File: config.mk
export PLATFORM = sky130hd
export DESIGN_NAME = pipeline_hazard_ctrl
export DESIGN_NICKNAME = d
export VERILOG_FILES = /design/src/rtl/my_types_pkg.sv /design/src/rtl/sat_counter.sv /design/src/rtl/pipeline_hazard_ctrl.sv
export SDC_FILE = /design/constraint.sdc
export NUM_CORES = 1
export LEC_CHECK = 0
export ABC_AREA = 1
export CAP_MARGIN = 25
export CORE_ASPECT_RATIO = 0.8
export CORE_UTILIZATION = 45
export CTS_CLUSTER_DIAMETER = 80
export DETAILED_ROUTE_END_ITERATION = 10
export PLACE_DENSITY = 0.79
export SETUP_SLACK_MARGIN = 0.5
export SLEW_MARGIN = 20
export SYNTH_ARGS = -nofsm -noshare
export SYNTH_HDL_FRONTEND = slang
export SYNTH_SLANG_ARGS = --single-unit
export TNS_END_PERCENT = 20
File: constraint.sdc
create_clock -name CLK -period 4.8 [get_ports CLK]
set_clock_uncertainty 0.2 [all_clocks]
set_input_delay 0.48 -clock CLK [delete_from_list [all_inputs] [get_ports CLK]]
set_output_delay 0.48 -clock CLK [all_outputs]
set_load 0.02 [all_outputs]
File: src/rtl/my_types_pkg.sv
`default_nettype none
// ============================================================================
// Module      : my_types_pkg
// Description : Shared types for the pipeline hazard controller: controller
//               state encoding, the per-latch update/flush pair and the
//               load-use hazard detector.
// Revision    : 1.0 - initial release
// ============================================================================
package my_types_pkg;

    // Controller states.
    typedef enum logic [1:0] {
        HZ_RUN      = 2'd0,
        HZ_LU_STALL = 2'd1,
        HZ_MEM_WAIT = 2'd2,
        HZ_HALT     = 2'd3
    } hz_state_t;

    // Control pair for one pipeline latch. When both bits are set, the
    // latch loads a NOP, so flush takes precedence over update.
    typedef struct packed {
        logic update;
        logic flush;
    } latch_ctrl_t;

    localparam latch_ctrl_t LC_HOLD  = '{update: 1'b0, flush: 1'b0};
    localparam latch_ctrl_t LC_LOAD  = '{update: 1'b1, flush: 1'b0};
    localparam latch_ctrl_t LC_NOP   = '{update: 1'b1, flush: 1'b1};
    localparam latch_ctrl_t LC_CLEAR = '{update: 1'b0, flush: 1'b1};

    // A load in decode/execute feeds a source register of the instruction in
    // fetch/decode. Register $0 never creates a dependency.
    function automatic logic load_use_hazard(
        input logic       mem_to_reg,
        input logic [4:0] ld_rt,
        input logic [4:0] rs,
        input logic [4:0] rt
    );
        return mem_to_reg && (ld_rt != 5'd0) && ((ld_rt == rs) || (ld_rt == rt));
    endfunction

endpackage
`default_nettype wire

File: src/rtl/sat_counter.sv
`default_nettype none
// ============================================================================
// Module      : sat_counter
// Description : Width-parameterised counter that increments on i_inc and
//               sticks at all-ones instead of wrapping.
// Ports       : i_clk   - clock
//               i_rst_n - synchronous active-low clear
//               i_inc   - increment request
//               o_count - current count
// Revision    : 1.0 - initial release
// ============================================================================
module sat_counter #(
    parameter int WIDTH = 32
) (
    input  logic             i_clk,
    input  logic             i_rst_n,
    input  logic             i_inc,
    output logic [WIDTH-1:0] o_count
);

    localparam logic [WIDTH-1:0] C_ONE = {{(WIDTH-1){1'b0}}, 1'b1};

    logic [WIDTH-1:0] count_q;
    logic [WIDTH-1:0] count_d;

    always_comb begin
        count_d = count_q;
        if (i_inc && (count_q != {WIDTH{1'b1}})) begin
            count_d = count_q + C_ONE;
        end
    end

    always_ff @(posedge i_clk) begin
        if (!i_rst_n) begin
            count_q <= '0;
        end else begin
            count_q <= count_d;
        end
    end

    assign o_count = count_q;

endmodule
`default_nettype wire

File: src/rtl/pipeline_hazard_ctrl.sv
`default_nettype none
// ============================================================================
// Module      : pipeline_hazard_ctrl
// Description : Hazard/stall controller for a 5-stage MIPS pipeline. Drives
//               the update/flush pair of every stage latch and the PC enable
//               from cache hit strobes, branch resolution and load-use
//               detection. Counts stall cycles and redirect flushes.
// Ports       : CLK, nRST          - clock, synchronous active-low reset
//               ihit, dhit          - instruction / data access complete
//               em_mem_req          - memory op held in execute/memory latch
//               de_mem_to_reg, de_rt- load and its destination in dec/exe
//               fd_rs, fd_rt        - sources of the instruction in fet/dec
//               ex_redirect         - taken control transfer resolved in exe
//               mw_halt             - halt reached memory/writeback latch
//               pc_en               - PC load enable
//               *_update, *_flush   - per-latch load enable / clear-to-NOP
//               halted              - sticky halt indication
//               stall_cnt,flush_cnt - saturating performance counters
// Revision    : 1.0 - initial release
// ============================================================================
module pipeline_hazard_ctrl
    import my_types_pkg::*;
#(
    parameter int CNT_W      = 32,
    parameter int LU_BUBBLES = 1
) (
    input  logic             CLK,
    input  logic             nRST,
    input  logic             ihit,
    input  logic             dhit,
    input  logic             em_mem_req,
    input  logic             de_mem_to_reg,
    input  logic [4:0]       de_rt,
    input  logic [4:0]       fd_rs,
    input  logic [4:0]       fd_rt,
    input  logic             ex_redirect,
    input  logic             mw_halt,
    output logic             pc_en,
    output logic             fd_update,
    output logic             de_update,
    output logic             em_update,
    output logic             mw_update,
    output logic             fd_flush,
    output logic             de_flush,
    output logic             em_flush,
    output logic             mw_flush,
    output logic             halted,
    output logic [CNT_W-1:0] stall_cnt,
    output logic [CNT_W-1:0] flush_cnt
);

    // Bubbles still owed after the first stall cycle of a load-use hazard.
    localparam logic [1:0] C_LU_RELOAD = 2'(LU_BUBBLES - 1);

    hz_state_t   state_q;
    hz_state_t   state_d;
    logic [1:0]  bubble_q;
    logic [1:0]  bubble_d;

    logic        w_lu;
    logic        w_ms;
    logic        w_pc_en;
    logic        w_redirect_taken;
    logic        w_stall_inc;
    latch_ctrl_t w_fd;
    latch_ctrl_t w_de;
    latch_ctrl_t w_em;
    latch_ctrl_t w_mw;

    assign w_lu = load_use_hazard(de_mem_to_reg, de_rt, fd_rs, fd_rt);
    assign w_ms = em_mem_req & ~dhit;

    // ------------------------------------------------------------------
    // State register
    // ------------------------------------------------------------------
    always_ff @(posedge CLK) begin
        if (!nRST) begin
            state_q  <= HZ_RUN;
            bubble_q <= 2'd0;
        end else begin
            state_q  <= state_d;
            bubble_q <= bubble_d;
        end
    end

    // ------------------------------------------------------------------
    // Next-state logic
    // ------------------------------------------------------------------
    always_comb begin
        state_d  = state_q;
        bubble_d = bubble_q;
        if (mw_halt || (state_q == HZ_HALT)) begin
            state_d = HZ_HALT;
        end else begin
            case (state_q)
                HZ_RUN: begin
                    if (w_ms) begin
                        state_d = HZ_MEM_WAIT;
                    end else if (ex_redirect) begin
                        state_d = HZ_RUN;
                    end else if (w_lu) begin
                        bubble_d = C_LU_RELOAD;
                        if (LU_BUBBLES > 1) begin
                            state_d = HZ_LU_STALL;
                        end
                    end
                end
                HZ_LU_STALL: begin
                    // A memory stall freezes the bubble count; it resumes
                    // once the data access completes.
                    if (w_ms) begin
                        state_d = HZ_MEM_WAIT;
                    end else begin
                        bubble_d = bubble_q - 2'd1;
                        if (bubble_q <= 2'd1) begin
                            state_d = HZ_RUN;
                        end
                    end
                end
                HZ_MEM_WAIT: begin
                    if (dhit) begin
                        state_d = (bubble_q != 2'd0) ? HZ_LU_STALL : HZ_RUN;
                    end
                end
                default: begin
                    state_d = state_q;
                end
            endcase
        end
    end

    // ------------------------------------------------------------------
    // Output logic
    // ------------------------------------------------------------------
    always_comb begin
        w_pc_en          = 1'b0;
        w_redirect_taken = 1'b0;
        w_fd             = LC_HOLD;
        w_de             = LC_HOLD;
        w_em             = LC_HOLD;
        w_mw             = LC_HOLD;
        if (!nRST) begin
            // Reset wins over everything, including an in-flight stall.
            w_fd = LC_CLEAR;
            w_de = LC_CLEAR;
            w_em = LC_CLEAR;
            w_mw = LC_CLEAR;
        end else if (state_q == HZ_HALT) begin
            w_pc_en = 1'b0;
        end else if (mw_halt) begin
            // Freeze the front of the pipe but let the halt itself retire.
            w_mw = LC_LOAD;
        end else begin
            case (state_q)
                HZ_RUN: begin
                    if (w_ms) begin
                        w_pc_en = 1'b0;
                    end else if (ex_redirect) begin
                        w_pc_en          = 1'b1;
                        w_redirect_taken = 1'b1;
                        w_fd             = LC_NOP;
                        w_de             = LC_NOP;
                        w_em             = LC_LOAD;
                        w_mw             = LC_LOAD;
                    end else if (w_lu || !ihit) begin
                        // Hold PC and fetch/decode, inject a bubble behind.
                        w_de = LC_NOP;
                        w_em = LC_LOAD;
                        w_mw = LC_LOAD;
                    end else begin
                        w_pc_en = 1'b1;
                        w_fd    = LC_LOAD;
                        w_de    = LC_LOAD;
                        w_em    = LC_LOAD;
                        w_mw    = LC_LOAD;
                    end
                end
                HZ_LU_STALL: begin
                    if (!w_ms) begin
                        w_de = LC_NOP;
                        w_em = LC_LOAD;
                        w_mw = LC_LOAD;
                    end
                end
                HZ_MEM_WAIT: begin
                    // A redirect seen here is dropped; the execute latch is
                    // frozen so it is presented again after the wait.
                    if (dhit) begin
                        w_pc_en = 1'b1;
                        w_fd    = LC_LOAD;
                        w_de    = LC_LOAD;
                        w_em    = LC_LOAD;
                        w_mw    = LC_LOAD;
                    end
                end
                default: begin
                    w_pc_en = 1'b0;
                end
            endcase
        end
    end

    assign w_stall_inc = nRST & ~w_pc_en & (state_q != HZ_HALT);

    assign pc_en     = w_pc_en;
    assign fd_update = w_fd.update;
    assign de_update = w_de.update;
    assign em_update = w_em.update;
    assign mw_update = w_mw.update;
    assign fd_flush  = w_fd.flush;
    assign de_flush  = w_de.flush;
    assign em_flush  = w_em.flush;
    assign mw_flush  = w_mw.flush;
    assign halted    = nRST & (state_q == HZ_HALT);

    // ------------------------------------------------------------------
    // Performance counters
    // ------------------------------------------------------------------
    sat_counter #(
        .WIDTH (CNT_W)
    ) u_stall_cnt (
        .i_clk   (CLK),
        .i_rst_n (nRST),
        .i_inc   (w_stall_inc),
        .o_count (stall_cnt)
    );

    sat_counter #(
        .WIDTH (CNT_W)
    ) u_flush_cnt (
        .i_clk   (CLK),
        .i_rst_n (nRST),
        .i_inc   (w_redirect_taken),
        .o_count (flush_cnt)
    );

endmodule
`default_nettype wire
* After elaboration in Yosys (flattened, before gate mapping) *
Index checks and enable logic that the tools add are counted.

word-level totals
  input bits = 23
  output and inout bits = 74
  logic and storage cells = 97
  bits in registers = 68

operators by class
  multiplexer cells = 51
  bitwise operators = 7
  add/sub/neg operators = 3
  eq/ne operators = 15
  reduce and logical (&&, ||, !) cells = 16
  order comparisons = 1

operators with widths
  cell                     number
  $add A32 B1 Y32 const B  2
  $ne A32 B32 Y1 const B   2
  $mux W2                  29
  $mux W1                  16
  $pmux W2 S2              3
  $pmux W2 S3              2
  $eq A5 B5 Y1             2
  $ne A2 B2 Y1 const B     5
  $ne A4 B4 Y1 const B     2
  $reduce_and A6 Y1        1
  $reduce_bool A5 Y1       1
  $and A1 B1 Y1            4
  $eq A2 B2 Y1 const B     2
  $logic_and A1 B1 Y1      4
  $reduce_and A4 Y1        1
  $reduce_bool A2 Y1       2
  $reduce_bool A4 Y1       1
  $logic_or A1 B1 Y1       3
  $ne A3 B3 Y1 const B     1
  $not A1 Y1               3
  $eq A2 B1 Y1 const B     1
  $le A2 B1 Y1 const B     1
  $logic_not A2 Y1         1
  $pmux W1 S2              1
  3 further kinds          3

* Longest topological paths before layout *
Gate-level depths: netlist of run 1.

  depth in word-level cells = 15
  mapped depth = 16

* Modules after synthesis *
From an unflattened synthesis of run 1, not the netlist that was laid out.

unflattened totals
  cells, all modules = 754
  area total of the unflattened synthesis = 4,466.8 um^2

by module, submodules not included
  module                     sequential area each (um^2)  area an instance (um^2)  cells an instance  times used
  sat_counter (u_stall_cnt)  640.6                        1,948.1                  312                1
  sat_counter (u_flush_cnt)  640.6                        1,911.8                  324                1
  pipeline_hazard_ctrl       80.1                         606.8                    118                1

* Worst setup path after synthesis of run 1 *
No wires, ideal clock.

  path type = input to output
  start point = input port de_rt[2]
  end point = output port fd_update
  arrival time = 1,677 ps
  required time = 4,120 ps
  path slack = 2,443 ps
  stages on the path = 12
  path through = inv_1 > nand4_1 > o21ai_0 > inv_1 > nand2_1 > nand2_1 > nand2_1 > nand2_1 > nand2_1 > nand2_1 > buf_2 > nor2_1

between the ends
  cells in the longest elaborated chain, start to end = 11

RTL lines
  element                                                    line                         source
  start: declaration                                         pipeline_hazard_ctrl.sv:33   input logic [4:0] de_rt,
  $eq A5 B5 Y1 or $reduce_bool A5 Y1 (tied branches)         my_types_pkg.sv:39           return mem_to_reg && (ld_rt != 5'd0) && ((ld_rt == rs) || (ld_rt == rt));
  $logic_or A1 B1 Y1 or $logic_and A1 B1 Y1 (tied branches)  my_types_pkg.sv:39
  $logic_and A1 B1 Y1 *                                      my_types_pkg.sv:39
  $logic_or A1 B1 Y1 *                                       pipeline_hazard_ctrl.sv:165  end else if (w_lu || !ihit) begin
  $mux W2 *                                                  pipeline_hazard_ctrl.sv:165
  $mux W2 *                                                  pipeline_hazard_ctrl.sv:158  end else if (ex_redirect) begin
  $mux W2 *                                                  pipeline_hazard_ctrl.sv:156  if (w_ms) begin
  $pmux W2 S2 *                                              pipeline_hazard_ctrl.sv:154  case (state_q)
  $mux W2 *                                                  pipeline_hazard_ctrl.sv:150  end else if (mw_halt) begin
  $mux W2 *                                                  pipeline_hazard_ctrl.sv:148  end else if (state_q == HZ_HALT) begin
  $mux W2 *                                                  pipeline_hazard_ctrl.sv:142  if (!nRST) begin
  end: declaration                                           pipeline_hazard_ctrl.sv:39   output logic fd_update,

Every way passes the cells marked *; elsewhere a longest branch is shown, timed or not.

* Worst setup path in the final report of run 1 *
  start point = input port nRST
  end point = output port mw_update

between the ends
  cells in the longest elaborated chain, start to end = 1

RTL lines
  element             line                         source
  start: declaration  pipeline_hazard_ctrl.sv:28   input logic nRST,
  $mux W2             pipeline_hazard_ctrl.sv:142
  end: declaration    pipeline_hazard_ctrl.sv:42   output logic mw_update,

Every way passes these cells.

==> impl_metrics.ini, run 1 <==
[outcome]
run_status = finished with violations
violations = DRC

[grt]
grt_first_pass_wirelength_um = 22100
grt_pass1_vias = 4437
antenna_found_initial = 0
gr-total-overflow = 0
grt_start_max_net_pins = 46
track_usage_pct = 26.9

[layout]
num_antenna_cells = 0
fin_area_mm2 = 0.00571
fillers = 831
regArea_mm2 = 0.00136
nets = 789
layout_commonest_cell = nand2_1
most-common-layout-cells = nand2_1 (183), clkdlybuf4s50_1 (96), dfxtp_1 (68)
multi_input_area_mm2 = 0.00259
final_layout_size_suffix_gt1_share_pct = 4.44
area_growth_pct = 31.7

[route]
dr.pass1.iters = 8
route.vias.total = 4931
drt-initial-drc-count = 481
routed_via_density = 5.60
ant_nets = 0
route.detailed.drc = 7
wire_per_inst_um = 15.2
drt_wl_total_um = 13400

[logic_synthesis]
syn_nets = 699
synth-seq-cells = 68
avgSynthCellArea_um2 = 6.45
ys.warnings.count = 0
synth_mux_area_share_pct = 0
synth_top_family_by_area = simple AND/OR/NAND/NOR gates
synth_compound_area_share_pct = 10.1
synth-simple-area-share_pct = 39.2
syn_inst = 672
synth-adder-area-share_pct = 1.15
ys_seq_area_share_pct = 31.4
synth.cell_area_mm2 = 0.00433
synth_xor_xnor_area_share_pct = 9.30
yosysUniqueCellTypes = 30

[timing]
clock.fmax_mhz = 295
maxSlewViolCount = 0
fin_crit_ps = 3390
hold_viol = 0
setup_violations = 0
min_period_over_period_pct = 70.6
fin_ws_ps = 1410
tns_ps = 0
rsz0062_at_grt = false
tightest_slew_ps = 665
timing.slew.headroom_pct = 55.6

[run]
max-cap-violations = 0

[clock_network]
htreeDepth = 3
ctsHoldBuffers = 0
cts_tree = built
cts_buffers = 9
cts.sinks = 68
worst_skew_pair.late_latency_ps = 330
cts-resized-gates = 0
clk_pin_slew_ps = 60
cts_root_buf = clkbuf_16
cts_setup_buffers = 0
cts_buffer_depth = 2

[critical_path]
crit_buf_inv = 6
path_delay_family = buffers and inverters
reg2reg_setup_slack_ps = 1940
crit_arrival_ps = 2710
end_kind = output pin
crit_fanout = 34
startpoint_type = input port
required_ps = 4120
slowest_stage = clkdlybuf4s50_1
crit_type = in2out
worstPathCellList = clkdlybuf4s50_1 -> buf_4 -> clkinv_1 -> nor2_2 -> buf_4 -> o21ai_0 -> inv_1 -> clkdlybuf4s50_1
critPathMaxStageDelay_ps = 590

[placed_design]
placed_cell_area_mm2 = 0.00537
dp_slack_ps = 1430
place.gp.congestion = 0.970
io_buffers = 96
post-dp-hpwl_um = 9840

[floorplan]
design.core.area_mm2 = 0.00919
num_rows = 31
ioPinCount = 97
die_y_um = 89.8
die_w_um = 112
die_area_mm2 = 0.0100
start_util_pct = 47.1

[power]
p_clk_share_pct = 52.0
switchingPower_mw = 0.330
combinationalPowerShare_pct = 8.8
p_leak_nw = 2.04
max-vdd-ir-drop_mv = 0.210
seqPwrFrac_pct = 39.2
power.density_mw_per_mm2 = 257
internal_power_mw = 1.14
switching_share_pct = 22.5

[worst_hold_path]
holdCritPathClass = reg2reg
## flip-flops by register name (all words and copies together) (netlist names)
name / count
bubble_q: 2
u_flush_cnt.o_count: 32
u_stall_cnt.o_count: 32
state_q: 2
## routing by layer
layer,share of wire [%],vias up,GRT usage [%]
li1,-,2420,-
met1,47,2227,39.8
met2,42,267,39.8
met3,9.7,17,6.34
met4,0.91,0,4.73
met5,0,-,0
## final timing paths
kind                                                      startpoint                                    to  cells past startpoint
worst max-delay path                                            nRST                             mw_update                      8
worst min-delay path            u_stall_cnt.o_count[31]$_SDFFE_PN0P_  u_stall_cnt.o_count[31]$_SDFFE_PN0P_                      2
worst max register to register   u_flush_cnt.o_count[0]$_SDFFE_PN0P_   u_flush_cnt.o_count[9]$_SDFFE_PN0P_                     13
worst min register to register  u_stall_cnt.o_count[31]$_SDFFE_PN0P_  u_stall_cnt.o_count[31]$_SDFFE_PN0P_                      2
## power groups by stage
stage | combinational, mW | clock [mW] | sequential (mW)
6_report | 0.129 | 0.762 | 0.574
5_1_grt | 0.141 | 0.796 | 0.575
4_1_cts | 0.128 | 0.768 | 0.574
3_5_place_dp | 0.127 | 0 | 0.586
3_3_place_gp | 0.122 | 0 | 0.586
2_1_floorplan | 0.0762 | 0 | 0.588
## Yosys cell counts, drive strengths merged
cell	instances	area (µm²)
a21oi	62	310
a211oi	1	7.51
xor2	34	298
nor3	36	185
nor2	71	289
dfxtp	68	1360
xnor2	12	105
ha	4	50.1
nor4	17	106
and3	2	12.5
inv	67	251
clkbuf	13	48.8
o21a	2	15.0
buf	11	76.3
nand4	47	300
nand3	15	80.1
o21ai	18	90.1
nor3b	2	15.0
o41ai	1	8.76
clkinv	1	3.75
o31ai	1	7.51
nand2	187	712
## tightest hold or removal path, stage by stage (launching register included)
cell and delay (ps):
dfxtp_1 330, nand2_1 70, a21oi_1 50
## kinds of logic after synthesis
kind of cell	count (synthesis)
buf+inv	92
fa+ha+maj	4
xor+xnor	46
flops	68
simple gates	377
compound gates	85
## per-stage QoR
step           cells  power, mW  hold slack, ps  utilization [%]
3_3_place_gp     866      0.708             288             58.4
6_report         881       1.47             296             62.1
5_1_grt          881       1.51             333             62.1
2_1_floorplan    672      0.664             276                -
3_5_place_dp     866      0.713             294             58.4
4_1_cts          881       1.47             301             62.1
## final cells by class
type,count,share of cell area (%)
Multi-Input combinational cell,512,45.5
Clock inverter,5,1.75
Sequential cell,68,23.8
Timing Repair Buffer,103,17.8
Inverter,68,4.47
Clock buffer,10,4.19
Tap cell,115,2.52
No activity file was read; power rests on OpenSTA's default activity.
==> inputs of run 2 (changes only) <==
Clock period 4.8 ns to 3.12 ns, I/O delays scaled along.
==> run 2 against run 1 <==
Compared with the run above: the run still ends with DRC left; non-clock buffer count increased by 7; via count decreased by 0.20%; clock power increased by 25%; combinational power increased by 64%; utilization increased by 0.35 points; first-iteration DRC count decreased by 19%; critical path depth decreased by 2; global-route usage increased by 0.27 points; count of clock-buffer cells in the layout increased by 3; final area increased by 0.57%; power increased by 40%.
==> impl_metrics.ini, run 2 (synthesized netlist as in run 1, its figures left out) <==
[timing]
tightest_slew_ps = 580
maxSlewViolCount = 0
fin_crit_ps = 2530
fin_ws_ps = 593
tns_ps = 0
clock.fmax_mhz = 396
min_period_over_period_pct = 81.0
rsz0062_at_grt = true
whs_ps = 308
setup_violations = 0
timing.slew.headroom_pct = 61.0
hold_viol = 0

[power]
power.density_mw_per_mm2 = 357
p_total_mw = 2.05
p_leak_nw = 2.06
max-vdd-ir-drop_mv = 0.277

[layout]
multi_input_area_mm2 = 0.00263
fillers = 869
regArea_mm2 = 0.00136
area_growth_pct = 32.4
num_antenna_cells = 0
nets = 796
fin_area_mm2 = 0.00574
final_layout_size_suffix_gt1_share_pct = 6.21
most-common-layout-cells = nand2_1 (182), clkdlybuf4s50_1 (92), dfxtp_1 (68)
layout_commonest_cell = nand2_1

[floorplan]
die_y_um = 89.8
num_rows = 31
ioPinCount = 97
die_area_mm2 = 0.0100
die_w_um = 112
start_util_pct = 47.1
design.core.area_mm2 = 0.00919

[placed_design]
io_buffers = 96
placed_cell_area_mm2 = 0.00539
place.gp.congestion = 0.933
dp_slack_ps = 155
post-dp-hpwl_um = 9860

[grt]
grt_start_max_net_pins = 34
grt_pass1_vias = 4414
grtUsageMet1_pct = 39.6
grt_util_met2_pct = 39.7
track_usage_pct = 27.2
top_usage_layer = met2
met3_usage_pct = 6.61
antenna_found_initial = 0
grt_first_pass_wirelength_um = 22000
gr-total-overflow = 0

[outcome]
run_status = finished with violations
violations = DRC

[critical_path]
crit_buf_inv = 4
crit_type = in2out
crit_top_cell = clkdlybuf4s50_1
slowest_stage = clkdlybuf4s50_1
crit_fanout = 10
startpoint_type = input port
reg2reg_setup_slack_ps = 650
path_delay_family = buffers and inverters
critPathMaxStageDelay_ps = 590
required_ps = 2610
crit_arrival_ps = 2010
worstPathCellList = clkdlybuf4s50_1 -> clkinvlp_4 -> nor2_2 -> o21ai_0 -> inv_1 -> clkdlybuf4s50_1
end_kind = output pin

[clock_network]
cts_tree = built
cts.sinks = 68
cts_root_buf = clkbuf_16
cts_buffers = 9
cts_buffer_depth = 2
worst_skew_pair.late_latency_ps = 330
ctsHoldBuffers = 0
htreeDepth = 3
clk_pin_slew_ps = 50

[route]
wire_per_inst_um = 15.4
route.vias.total = 4921
dr.pass1.iters = 9
routed_via_density = 5.54
ant_nets = 0
route.detailed.drc = 7
drt-initial-drc-count = 391
drt_wl_total_um = 13700

[run]
max-cap-violations = 0

[worst_hold_path]
holdCritPathClass = reg2reg
run 2: cell types whose count changed in the layout (fill, tap and decap cells not counted), sizes merged:
cell           delta
buf               +7
clkbuf            +5
clkdlybuf4s50     -4
bufinv            -3
clkinvlp          +2
clkinv            -1
dlygate4sd2       +1
dlymetal6s2s      +1
inv               -1
run 2: report_power, final:
| group | internal [mW] | switching (mW) |
|---|---|---|
| Combinational | 0.0834 | 0.129 |
| Clock | 0.575 | 0.377 |
| Sequential | 0.876 | 0.00784 |
| Total | 1.53 | 0.514 |
run 2: metrics by stage:
| step | instances | util (%) |
|---|---|---|
| after floorplan | 672 | - |
| after global placement | 869 | 58.6 |
| after detailed placement | 869 | 58.6 |
| after CTS | 884 | 61.6 |
| after global routing | 888 | 62.4 |
| final | 888 | 62.4 |
run 2: metal layers:
layer  share of wire [%]  wire length, µm
met5                   0                0
met4                 1.2              158
met3                 9.6             1320
met2                  42             5790
met1                  47             6420
run 2: final cells by class:
class / count / share of cell area [%]
clock buffers: 13 / 4.53
clock inverters: 2 / 0.174
inverters: 68 / 4.58
multi-input cells: 512 / 45.7
flip-flops and latches: 68 / 23.7
well taps: 115 / 2.51
repair buffers: 110 / 18.8
run 2: worst register-to-register path: stages, from the launching register on:
cell,delay (ps)
dfxtp_1,380
ha_1,190
inv_1,140
nor3_2,200
nand2_1,130
nor2_2,150
nand4_1,160
nand2_2,150
clkinvlp_4,190
buf_4,190
nand2_2,80
nor3_1,50
o21a_1,160
run 2: repair_timing:
action                     4_1_cts  5_1_grt
setup endpoints to repair        3       64
hold endpoints to repair         0        0
gates resized for setup          5       18
buffers inserted                 0        4
pin swaps                        0        0
run 2: path summary, 6_finish.rpt:
kind	startpoint	end	cells past startpoint
max	nRST	mw_update	6
min	u_flush_cnt.o_count[25]$_SDFFE_PN0P_	u_flush_cnt.o_count[25]$_SDFFE_PN0P_	2
max reg2reg	u_flush_cnt.o_count[0]$_SDFFE_PN0P_	u_flush_cnt.o_count[10]$_SDFFE_PN0P_	12
min reg2reg	u_flush_cnt.o_count[25]$_SDFFE_PN0P_	u_flush_cnt.o_count[25]$_SDFFE_PN0P_	2
